<file path="src/rtl/control_fsm.sv">
// control_fsm: multicycle main control unit for the RV64 subset datapath
// (ADD, SUB, ADDI, LD, SD, BEQ, BNE, LUI); drives imm_sel to the sign-extend stage.
`default_nettype none

module control_fsm #(
  parameter int MEM_LATENCY = 2
) (
  input  logic        clk,
  input  logic        reset,
  input  logic [31:0] instr,
  input  logic        zero,
  output logic        ir_load,
  output logic        pc_write,
  output logic        pc_src,
  output logic        mem_addr_sel,
  output logic        mem_rd,
  output logic        mem_wr,
  output logic        alu_src_b,
  output logic [1:0]  alu_op,
  output logic [3:0]  imm_sel,
  output logic        reg_write,
  output logic [1:0]  wb_sel,
  output logic        illegal,
  output logic [3:0]  state_dbg
);

  typedef enum logic [3:0] {
    FETCH    = 4'd0,
    DECODE   = 4'd1,
    EXEC_R   = 4'd2,
    EXEC_I   = 4'd3,
    WB_ALU   = 4'd4,
    MEM_ADDR = 4'd5,
    MEM_RD   = 4'd6,
    WB_MEM   = 4'd7,
    MEM_WR   = 4'd8,
    BRANCH   = 4'd9,
    LUI_WB   = 4'd10,
    HALT     = 4'd11
  } state_e;

  localparam logic [3:0] CNT_LAST = 4'(MEM_LATENCY - 1);

  state_e     state_q, state_d;
  logic [3:0] cnt_q, cnt_d;

  logic [6:0] opcode;
  logic [2:0] funct3;
  logic [6:0] funct7;
  logic       is_r, is_sub, is_addi, is_ld, is_sd, is_beq, is_bne, is_lui;
  logic [3:0] class_imm;
  logic       unused_instr_bits;

  assign opcode = instr[6:0];
  assign funct3 = instr[14:12];
  assign funct7 = instr[31:25];
  assign unused_instr_bits = ^{instr[24:15], instr[11:7]};

  assign is_r    = (opcode == 7'b0110011) && (funct3 == 3'b000) &&
                   ((funct7 == 7'b0000000) || (funct7 == 7'b0100000));
  assign is_sub  = is_r && funct7[5];
  assign is_addi = (opcode == 7'b0010011) && (funct3 == 3'b000);
  assign is_ld   = (opcode == 7'b0000011) && (funct3 == 3'b011);
  assign is_sd   = (opcode == 7'b0100011) && (funct3 == 3'b011);
  assign is_beq  = (opcode == 7'b1100011) && (funct3 == 3'b000);
  assign is_bne  = (opcode == 7'b1100011) && (funct3 == 3'b001);
  assign is_lui  = (opcode == 7'b0110111);

  // Immediate format is a property of the instruction, held for its whole lifetime.
  always_comb begin
    class_imm = 4'd0;
    if (is_addi || is_ld) class_imm = 4'd1;
    else if (is_beq || is_bne) class_imm = 4'd2;
    else if (is_lui) class_imm = 4'd3;
    else if (is_sd) class_imm = 4'd4;
  end

  always_comb begin
    state_d = state_q;
    cnt_d   = cnt_q;
    case (state_q)
      FETCH, MEM_RD: begin
        if (cnt_q == CNT_LAST) begin
          cnt_d   = 4'd0;
          state_d = (state_q == FETCH) ? DECODE : WB_MEM;
        end else begin
          cnt_d = cnt_q + 4'd1;
        end
      end
      DECODE: begin
        if (is_r) state_d = EXEC_R;
        else if (is_addi) state_d = EXEC_I;
        else if (is_ld || is_sd) state_d = MEM_ADDR;
        else if (is_beq || is_bne) state_d = BRANCH;
        else if (is_lui) state_d = LUI_WB;
        else state_d = HALT;
      end
      EXEC_R, EXEC_I: state_d = WB_ALU;
      MEM_ADDR:       state_d = is_ld ? MEM_RD : MEM_WR;
      WB_ALU, WB_MEM, MEM_WR, BRANCH, LUI_WB: state_d = FETCH;
      HALT:           state_d = HALT;
      default:        state_d = FETCH;
    endcase
  end

  always_ff @(posedge clk or posedge reset) begin
    if (reset) begin
      state_q <= FETCH;
      cnt_q   <= 4'd0;
    end else begin
      state_q <= state_d;
      cnt_q   <= cnt_d;
    end
  end

  // Outputs are forced low while reset is high so no strobe survives reset rising.
  always_comb begin
    ir_load      = 1'b0;
    pc_write     = 1'b0;
    pc_src       = 1'b0;
    mem_addr_sel = 1'b0;
    mem_rd       = 1'b0;
    mem_wr       = 1'b0;
    alu_src_b    = 1'b0;
    alu_op       = 2'd0;
    imm_sel      = 4'd0;
    reg_write    = 1'b0;
    wb_sel       = 2'd0;
    illegal      = 1'b0;
    state_dbg    = 4'd0;
    if (!reset) begin
      state_dbg = state_q;
      if (state_q != FETCH && state_q != HALT) imm_sel = class_imm;
      case (state_q)
        FETCH: begin
          mem_rd = 1'b1;
          if (cnt_q == CNT_LAST) begin
            ir_load  = 1'b1;
            pc_write = 1'b1;
          end
        end
        EXEC_R:   alu_op = is_sub ? 2'd1 : 2'd0;
        EXEC_I:   alu_src_b = 1'b1;
        WB_ALU:   reg_write = 1'b1;
        MEM_ADDR: alu_src_b = 1'b1;
        MEM_RD: begin
          mem_rd       = 1'b1;
          mem_addr_sel = 1'b1;
        end
        WB_MEM: begin
          reg_write = 1'b1;
          wb_sel    = 2'd1;
        end
        MEM_WR: begin
          mem_wr       = 1'b1;
          mem_addr_sel = 1'b1;
        end
        BRANCH: begin
          alu_op   = 2'd1;
          pc_src   = 1'b1;
          pc_write = (is_beq & zero) | (is_bne & ~zero);
        end
        LUI_WB: begin
          reg_write = 1'b1;
          wb_sel    = 2'd2;
        end
        HALT:    illegal = 1'b1;
        default: ;
      endcase
    end
  end

endmodule

`default_nettype wire

</file>
<file path="config.mk">
export PLATFORM = sky130hd
export DESIGN_NAME = control_fsm
export DESIGN_NICKNAME = d
export VERILOG_FILES = /design/src/rtl/control_fsm.sv
export SDC_FILE = /design/constraint.sdc
export NUM_CORES = 1
export LEC_CHECK = 0
export ABC_CLOCK_PERIOD_IN_PS = 3300
export CAP_MARGIN = 40
export CORE_MARGIN = 2
export CORE_UTILIZATION = 45
export CTS_CLUSTER_SIZE = 14
export DETAILED_ROUTE_END_ITERATION = 6
export DONT_BUFFER_PORTS = 1
export GPL_ROUTABILITY_DRIVEN = 0
export PLACE_DENSITY = 0.71
export SLEW_MARGIN = 5
export SYNTH_ARGS = -nofsm -noshare
export SYNTH_HDL_FRONTEND = slang
export SYNTH_SLANG_ARGS = --single-unit
</file>
<file path="constraint.sdc">
create_clock -name clk -period 3.3 [get_ports clk]
set_clock_uncertainty 0.05 [all_clocks]
set_input_delay 0.495 -clock clk [delete_from_list [all_inputs] [get_ports clk]]
set_output_delay 0.495 -clock clk [all_outputs]
set_load 0.005 [all_outputs]
</file>
==> summary.md, run 1 <==
| Metric | Value |
|---|---|
| Width of the die | 47.3 um |
| Commonest cells after routing, fill and taps aside | nor2_1, dfrtp_1, nor3_1 |
| Yosys cell types | 45 |
| Crit path required time | 2.75 ns |
| Crit path kind | flop to output pin |
| Core Rows | 15 |
| CTS max path bufs | 2 |
| Die Area | 2230 sq um |
| Worst Path Max Fanout | 18 |
| Drt wl/cell | 14.5 um |
| Comb power frac | 0.485 |
| Dpl ws | 1.28 ns |
| Synth Flop Type | dfrtp_1 |
| Clock sink total | 8 |
| Initial Utilization | 0.482 |
| Commonest non-fill, non-tap cell in the layout | nor2_1 |
| First-pass GRT wire length | 2.77 mm |
| Fin. Hold Viols | 0 |
| RSZ-0062 raised after global routing | no |
| Syn-to-layout area delta | 1.49% |
| Ys async rst share | 1.00 |
| Pin count of the biggest net entering global routing | 19 |
| Core Area | 1750 sq um |
| Via count | 791 |
| Fmax | 0.441 GHz |
| Final period util | 0.687 |
| GRT Overall Usage | 0.171 |
| Drt pass-1 iters | 4 |
| Clock root buffer | clkbuf_4 |
| Ports | 56 |
| Relative slew slack | 0.585 |
| Post-detail-place hpwl | 1.44 mm |
| Fin worst setup slack | 1.03 ns |
| Mean Syn Cell Area | 7.87 sq um |
| Clock latency on the worst-skew pair | 0.24 ns |
| Outcome | complete, no violations |
| Overflow left after global routing | 0 |
| Final setup vio count | 0 |
| Placed insts | 125 |
| Nets | 140 |
| Synthesized area | 842 sq um |
| Post-synth EDFFs | 0 |
| # port buffers | 0 |
| Layout cells sized above 1 | 0.0874 |
| Clock slew at reported path FFs | 0.05 ns |
| Cell Int Power | 0.000303 W |
| Seq/Total Area, Yosys | 0.238 |
| 1st-iter DRT viols | 16 |
| Psw | between 0.0002 and 0.0003 W |
| Vias in the first global route | 636 |
| Die height | 47.3 um |
| Pins Over Slew Limit | 0 |
| Initial antenna violation count | 0 |
| Ys Warns | 0 |
| Overall power | 0.000591 W |
| Drt total wl | about 1.9 mm |
| Setup TNS | 0 ns |
| Peak supply drop | 0.413 mV |
| Pwr Density | 692 nW/um^2 |
| Max-cap check violation count | 0 |
| Sequential share of power | 0.393 |
| CTS resizes | 0 |
| Final std cells w/o fill | 128 |
| WP data arrival | 1.72 ns |
| Vias per std cell | 6.18 |
| Clock share of power | 0.123 |
| Yosys reg bits | 8 |
| CTS tree | yes |
| Final min period | 2.27 ns |
| # Post-CTS Setup Buffers | 0 |
| Hold WS | 0.0473 ns |
| Switching Share | 0.487 |
| Post-route DRC violation count | 0 |
| Total CTS buffers | 3 |
| Number of H-tree levels | 1 |
| Hold Path Class | primary input to async pin |
| Reg2reg setup slack | ~1.6 ns |
| P_leak | 0.344 nW |
| # diodes | 0 |
| Worst slew pin tran | just over 0.6 ns |
| # hold bufs at CTS | 0 |
| CP endpoint kind | output pin |
| Startpoint Class | flop |
| Antenna viol nets, final | 0 |
| Post-Synthesis Cells | 107 |
## synthesized netlist by cell type (all sizes together), types with 3 or more instances
library cell / number / area share
nor4: 3 / 0.040
a21oi: 4 / 0.024
dfrtp: 8 / 0.24
and3: 3 / 0.022
buf: 8 / 0.053
nor2: 16 / 0.071
nand3: 4 / 0.024
nor2b: 5 / 0.040
nand2: 6 / 0.030
nor3: 6 / 0.036
inv: 3 / 0.013
## metrics by stage
step / area, sq um / util
after global routing: 855 / 0.490
after floorplan: 846 / -
after detailed placement: 832 / 0.477
after global placement: 832 / 0.477
final: 855 / 0.490
after CTS: 855 / 0.490
## flip-flops by register name, indices dropped and copies added (netlist names)
name and count:
cnt_q 4, state_q 4
## worst max-delay path: stages, from the launching register on
cell and delay, ns:
dfrtp_1 0.60, or3_1 0.44, a21oi_1 0.15, nor2_1 0.09, and3_1 0.19
## worst paths after layout
| path | start | endpoint | depth (start not counted) |
|---|---|---|---|
| hold reg to reg | cnt_q[3] | cnt_q[3] | 1 |
| setup / recovery | state_q[0] | imm_sel[2] | 4 |
| hold / removal | reset | cnt_q[1] | 1 |
| max in group asynchronous | reset | state_q[3] | 1 |
| setup reg to reg | state_q[0] | state_q[1] | 4 |
| min in group clk | instr[5] | state_q[2] | 2 |
## layer usage
layer  vias to the layer above  wire [um]  GRT usage
met3                         0        104     0.0346
met5                         -          0          0
li1                        387          -          -
met1                       373        856      0.240
met2                        31        890      0.270
met4                         0          0     0.0389
## area by class of cell
class | count | area, sq um
clock buffer | 3 | 22.5
multi-input combinational | 89 | 589
sequential | 8 | 200
fill | 189 | 891
tap | 25 | 31.3
inverter | 3 | 11.3
## cells by family after synthesis
group	share of synthesized area
buffers and inverters	0.0669
DFF	0.238
muxes	0.0550
xor gates and xnor gates	0.0416
and+or+nand+nor	0.425
AOI/OAI and AO/OA	0.169
other	0.00445
## power groups by stage
stage               clock network, W  registers [W]  logic, W
floorplan                          0       0.000155  0.000322
global placement                   0       0.000228  0.000279
CTS                        0.0000750       0.000229  0.000286
global route               0.0000835       0.000243  0.000317
detailed placement                 0       0.000231  0.000285
finish                     0.0000726       0.000232  0.000286
Note: power is estimated with default switching activity, not from simulation.
==> run 2, diff against run 1 <==
--- a/config.mk
+++ b/config.mk
@@ -5,7 +5,7 @@
 export SDC_FILE = /design/constraint.sdc
 export NUM_CORES = 1
 export LEC_CHECK = 0
-export ABC_CLOCK_PERIOD_IN_PS = 3300
+export ABC_CLOCK_PERIOD_IN_PS = 1900
 export CAP_MARGIN = 40
 export CORE_MARGIN = 2
 export CORE_UTILIZATION = 45
@@ -13,7 +13,7 @@
 export DETAILED_ROUTE_END_ITERATION = 6
 export DONT_BUFFER_PORTS = 1
 export GPL_ROUTABILITY_DRIVEN = 0
-export PLACE_DENSITY = 0.71
+export PLACE_DENSITY = 0.73
 export SLEW_MARGIN = 5
 export SYNTH_ARGS = -nofsm -noshare
 export SYNTH_HDL_FRONTEND = slang
==> constraint.sdc (replaced) <==
create_clock -name clk -period 1.9 [get_ports clk]
set_clock_uncertainty 0.05 [all_clocks]
set_input_delay 0.285 -clock clk [delete_from_list [all_inputs] [get_ports clk]]
set_output_delay 0.285 -clock clk [all_outputs]
set_load 0.005 [all_outputs]
==> summary.md, run 2 (synthesized netlist as in run 1, its figures left out) <==
| Metric | Value |
|---|---|
| Startpoint Class | flop |
| Hold Path Class | primary input to flop |
| Antenna viol nets, final | 0 (unchanged) |
| Die height | 47.3 um (unchanged) |
| Worst Path Max Fanout | 4 (-14) |
| Commonest non-fill, non-tap cell in the layout | nor2_1 |
| Width of the die | 47.3 um (unchanged) |
| Crit path kind | flop to output pin |
| CP max-delay cell | nor4b_2 |
| First-pass GRT wire length | 3.10 mm (+12%) |
| Critical R2R Capture | cnt_q[1] |
| Number of H-tree levels | 1 (unchanged) |
| Pin count of the biggest net entering global routing | 13 (-6) |
| CTS max path bufs | 2 (unchanged) |
| Hold Crit Depth | 2 |
| Post-detail-place hpwl | 1.56 mm (+8.6%) |
| Core Area | 1750 sq um (unchanged) |
| Drt total wl | 2.06 mm (+11%) |
| Drt pass-1 iters | 4 (unchanged) |
| Setup TNS | 0 ns (unchanged) |
| HP Start | instr[5] |
| Sequential share of power | 0.257 (-0.136) |
| Crit path required time | 1.56 ns (-1.19 ns) |
| Worst Setup SP | cnt_q[2] |
| WP data arrival | 1.51 ns (-0.21 ns) |
| Outcome | complete, no violations |
| Final period util | 0.973 |
| Post-route DRC violation count | 0 (unchanged) |
| Max-cap check violation count | 0 (unchanged) |
| Pwr Density | 1260 nW/um^2 (+82%) |
| Switching Share | 0.451 (-0.0362) |
| Final min period | 1.85 ns |
| Largest regs | cnt_q x4, state_q x4 |
| Core Rows | 15 (unchanged) |
| CTS tree | yes |
| CP peak stage delay | 0.44 ns (-0.16 ns) |
| Overflow left after global routing | 0 (unchanged) |
| Worst path cell trace | nor4b_2, and3_1, a31o_1 |
| Clock slew at reported path FFs | 0.05 ns (about the same) |
| Fmax | between 0.5 and 0.6 GHz |
| Die Area | 2230 sq um (unchanged) |
| Final setup vio count | 0 (unchanged) |
| GRT Overall Usage | 0.190 (+0.0185) |
| P_leak | 0.407 nW (+18%) |
| Commonest cells after routing, fill and taps aside | nor2_1, buf_4, nor3_1, nand2_1, dfrtp_1 |
| Fin. Hold Viols | 0 (unchanged) |
| Peak supply drop | 0.487 mV (+18%) |
| Worst Reg-to-Reg Cells | 4 (unchanged) |
| Vias per std cell | 6.07 (-1.8%) |
| Via count | 856 (+8.2%) |
| Drt wl/cell | 14.6 um (+1.1%) |
| Nets | 153 (+9.3%) |
| Clock root buffer | clkbuf_4 |
| Syn-to-layout area delta | 15.0% |
| CP endpoint kind | output pin |
| RR Startpoint | state_q[2] |
| # diodes | 0 (unchanged) |
| # port buffers | 0 (unchanged) |
| Hold Path Sink | state_q[2] |
| Initial Utilization | 0.482 (unchanged) |
| Cell Int Power | 0.000668 W (+120%) |
| Clock sink total | 8 (unchanged) |
| Comb power frac | 0.641 (+0.156) |
| Ports | 56 (unchanged) |
| Psw | 0.000548 W (+90%) |
| Overall power | 0.00122 W (+110%) |
| Total CTS buffers | 3 (unchanged) |
| Clock share of power | 0.102 (-0.021) |
| Clock latency on the worst-skew pair | 0.25 ns (about the same) |
| Initial antenna violation count | 0 (unchanged) |
| Reg2reg setup slack | 0.33 ns (-1.23 ns) |
| Pins Over Slew Limit | 0 (unchanged) |
| Layout cells sized above 1 | 0.233 (+0.145) |
| 1st-iter DRT viols | 14 (-2) |
| Vias in the first global route | 726 (+14%) |
run 2: cell types whose count changed in the layout (fill, tap and decap cells not counted), sizes merged:
cell,before,now
dlygate4sd3,0,1
buf,0,12
run 2: cell type report:
cell class              count  area, sq um
well taps                  25         31.3
multi-input cells          89          599
clock buffers               3         22.5
repair buffers             13          100
inverters                   3         11.3
flip-flops and latches      8          204
fillers                   177          777
run 2: worst max-delay path by stage:
stage	endpoint	cells past startpoint
2_1_floorplan	imm_sel[2]	5
3_3_place_gp	cnt_q[1]	4
3_5_place_dp	cnt_q[1]	4
4_1_cts	mem_rd	3
5_1_grt	pc_write	5
6_report	pc_write	3
run 2: routing by layer:
metal,vias up,wire length (um),share of wire,global-route usage
met4,0,0,0,0.0389
met5,-,0,0,0
met1,411,911,0.44,0.241
met3,0,108,0.052,0.0462
li1,413,-,-,-
met2,32,1040,0.51,0.324
run 2: repair_timing:
action | 4_1_cts | 5_1_grt
hold buffers | 1 | 0
endpoints found under the hold margin | 8 | 0
setup buffers | 0 | 6
endpoints found under the setup margin | 0 | 8
resized for setup | 0 | 6
run 2: power groups by stage:
stage / logic (W) / clock network (W) / registers (W)
6_report: 0.000779 / 0.000124 / 0.000313
3_5_place_dp: 0.000657 / 0 / 0.000321
2_1_floorplan: 0.000560 / 0 / 0.000269
5_1_grt: 0.000853 / 0.000138 / 0.000322
3_3_place_gp: 0.000639 / 0 / 0.000314
4_1_cts: 0.000661 / 0.000129 / 0.000318
run 2: stage by stage:
step           area (sq um)  setup slack, ns  cells  utilization  hold WS (ns)
2_1_floorplan           846            0.350    108            -         0.231
3_3_place_gp            877            0.270    131        0.503         0.127
3_5_place_dp            877            0.256    131        0.503         0.130
4_1_cts                 910          0.00868    135        0.521         0.201
5_1_grt                 968          -0.0110    141        0.555         0.190
6_report                968           0.0506    141        0.555         0.205
run 2: critical path: cells and delay by family, from the launching register on:
kind | cells | cell delay (ns)
and+or+nand+nor | 2 | 0.71
AOI/OAI and AO/OA | 1 | 0.13
DFF | 1 | 0.42
==> run 3, diff against run 2 <==
--- a/config.mk
+++ b/config.mk
@@ -8,12 +8,14 @@
 export ABC_CLOCK_PERIOD_IN_PS = 1900
 export CAP_MARGIN = 40
 export CORE_MARGIN = 2
-export CORE_UTILIZATION = 45
+export CORE_UTILIZATION = 40
+export CTS_BUF_LIST = sky130_fd_sc_hd__clkbuf_8
 export CTS_CLUSTER_SIZE = 14
 export DETAILED_ROUTE_END_ITERATION = 6
 export DONT_BUFFER_PORTS = 1
 export GPL_ROUTABILITY_DRIVEN = 0
-export PLACE_DENSITY = 0.73
+export HOLD_SLACK_MARGIN = 0.03
+export PLACE_DENSITY = 0.67
 export SLEW_MARGIN = 5
 export SYNTH_ARGS = -nofsm -noshare
 export SYNTH_HDL_FRONTEND = slang
==> summary.md, run 3 (synthesized netlist as in run 1, its figures left out) <==
| Metric | Value |
|---|---|
| GRT Overall Usage | 0.169 (-0.0205) |
| Register Area | 204 sq um (unchanged) |
| CTS max path bufs | 2 (unchanged) |
| Commonest non-fill, non-tap cell in the layout | nor2_1 |
| Ports | 56 (unchanged) |
| Critical R2R Capture | cnt_q[1] |
| Drt wl/cell | 14.6 um (-0.29%) |
| Post-route DRC violation count | 0 (unchanged) |
| Initial Utilization | 0.425 (-0.0576) |
| Drt pass-1 iters | 4 (unchanged) |
| Switching Share | 0.452 (+0.000798) |
| Hold Crit Depth | 2 (unchanged) |
| Antenna viol nets, final | 0 (unchanged) |
| Final period util | 0.960 (-0.0131) |
| First-pass GRT wire length | 3.32 mm (+7.1%) |
| Largest regs | cnt_q x4, state_q x4 |
| Util after Layout | 0.475 (-0.0801) |
| P_leak | 0.381 nW (-6.3%) |
| WP data arrival | 1.49 ns (-0.02 ns) |
| Max-cap check violation count | 0 (unchanged) |
| Startpoint Class | flop |
| Vias in the first global route | 774 (+6.6%) |
| Peak supply drop | 0.500 mV (+2.6%) |
| Clock share of power | 0.166 (+0.064) |
| Crit path required time | 1.56 ns (about the same) |
| # port buffers | 0 (unchanged) |
| Final setup vio count | 0 (unchanged) |
| Clock latency on the worst-skew pair | 0.23 ns (-0.02 ns) |
| Final std cells w/o fill | 136 (-3.5%) |
| Fin. Hold Viols | 0 (unchanged) |
| Core Area | 1980 sq um (+14%) |
| CP endpoint kind | output pin |
| Die height | 49.9 um (+5.6%) |
| Commonest cells after routing, fill and taps aside | nor2_1, nor3_1, nand2_1, dfrtp_1, buf_4 |
| Worst Setup SP | state_q[0] |
| Core Rows | 16 (+1) |
| CP max-delay cell | dfrtp_2 |
| Drt total wl | 1.98 mm (-3.8%) |
| Worst Reg-to-Reg Cells | 4 (unchanged) |
| Number of H-tree levels | 1 (unchanged) |
| Placed insts | 132 (+0.76%) |
| # diodes | 0 (unchanged) |
| Sequential share of power | 0.287 (+0.030) |
| Layout cells sized above 1 | 0.174 (-0.0584) |
| Vias per std cell | 6.21 (+2.2%) |
| Reg2reg setup slack | 0.31 ns (-0.02 ns) |
| 1st-iter DRT viols | 20 (+6) |
| Syn-to-layout area delta | 11.7% |
| Fmax | 0.548 GHz (+1.4%) |
| Worst Path Max Fanout | 9 (+5) |
| Hold WS | 0.235 ns (+0.0298 ns) |
| Pwr Density | 1270 nW/um^2 (+1.3%) |
| Outcome | complete, no violations |
| Psw | 0.000541 W (-1.4%) |
| Crit path kind | flop to output pin |
| Clock slew at reported path FFs | 0.04 ns (about the same) |
| Via count | 844 (-1.4%) |
| CP peak stage delay | 0.47 ns (+0.03 ns) |
| Total CTS buffers | 3 (unchanged) |
| HP Start | instr[5] |
| Multi-input gate area | 603 sq um (+0.63%) |
| # Post-CTS Setup Buffers | 0 (unchanged) |
| Design area | 941 sq um (-2.8%) |
| CTS tree | yes |
| Clock sink total | 8 (unchanged) |
| Die Area | 2490 sq um (+11%) |
| Worst path cell trace | or3_1, a21oi_1, nor2_1, and3_1 |
| Hold Path Class | primary input to flop |
| Buf/Inv on CP | 0 (unchanged) |
| Cell Int Power | 0.000656 W (-1.7%) |
| Hold Path Sink | state_q[2] |
| Width of the die | 49.9 um (+5.6%) |
| Initial antenna violation count | 0 (unchanged) |
| Post-detail-place hpwl | 1.53 mm (-2.4%) |
| Pin count of the biggest net entering global routing | 12 (-1) |
| Dpl cell area | 872 sq um (-0.57%) |
| Nets | 146 (-4.6%) |
| RSZ-0062 raised after global routing | no |
| RR Startpoint | state_q[2] |
| Pins Over Slew Limit | 0 (unchanged) |
| Top delay family on crit path | simple AND/OR/NAND/NOR gates |
| Overflow left after global routing | 0 (unchanged) |
| Comb power frac | 0.547 (-0.094) |
| Setup TNS | 0 ns (unchanged) |
| Filler cells | 194 (+9.6%) |
| Clock root buffer | clkbuf_8 |
| Final min period | 1.82 ns (-0.0248 ns) |
[run 3: worst max path at each step]
stage | slack [ns] | to | depth (start not counted)
global placement | 0.28 | alu_op[0] | 4
finish | 0.08 | imm_sel[2] | 4
floorplan | 0.35 | imm_sel[2] | 5
CTS | 0.03 | alu_op[0] | 4
global route | 0.004 | imm_sel[2] | 4
detailed placement | 0.26 | alu_op[0] | 4
[run 3: what timing repair did]
action | CTS | global route
setup endpoints to repair | 0 | 5
hold buffers | 1 | 0
resized for setup | 0 | 6
endpoints found under the hold margin | 8 | 0
[run 3: power groups by stage]
stage               logic [W]  clock network (W)  registers (W)
floorplan            0.000560                  0       0.000269
finish               0.000655           0.000199       0.000344
CTS                  0.000635           0.000203       0.000330
detailed placement   0.000634                  0       0.000329
global route         0.000717           0.000217       0.000358
global placement     0.000611                  0       0.000327
[run 3: metal layers]
layer | vias to the layer above | global-route usage | share of wire
met4 | 0 | 0.0417 | 0
met5 | - | 0 | 0
met2 | 49 | 0.293 | 0.51
li1 | 395 | - | -
met1 | 400 | 0.202 | 0.41
met3 | 0 | 0.0515 | 0.081
[run 3: worst register-to-register path, stage by stage (launching register included)]
cell	delay, ns
dfrtp_1	0.42
nor2b_2	0.23
nor4_4	0.37
nand2_2	0.10
mux2_4	0.30
[run 3: area by class of cell]
cell class / count / area share
inverter: 3 / 0.0120
clock buffer: 3 / 0.0439
sequential: 8 / 0.217
multi-input combinational: 89 / 0.641
timing repair buffer: 6 / 0.0505
tap: 27 / 0.0359
[run 3: stage by stage]
step | setup slack, ns | total power [W]
finish | 0.0754 | 0.00120
global route | 0.00434 | 0.00129
CTS | 0.0280 | 0.00117
detailed placement | 0.264 | 0.000963
global placement | 0.284 | 0.000938
floorplan | 0.350 | 0.000829
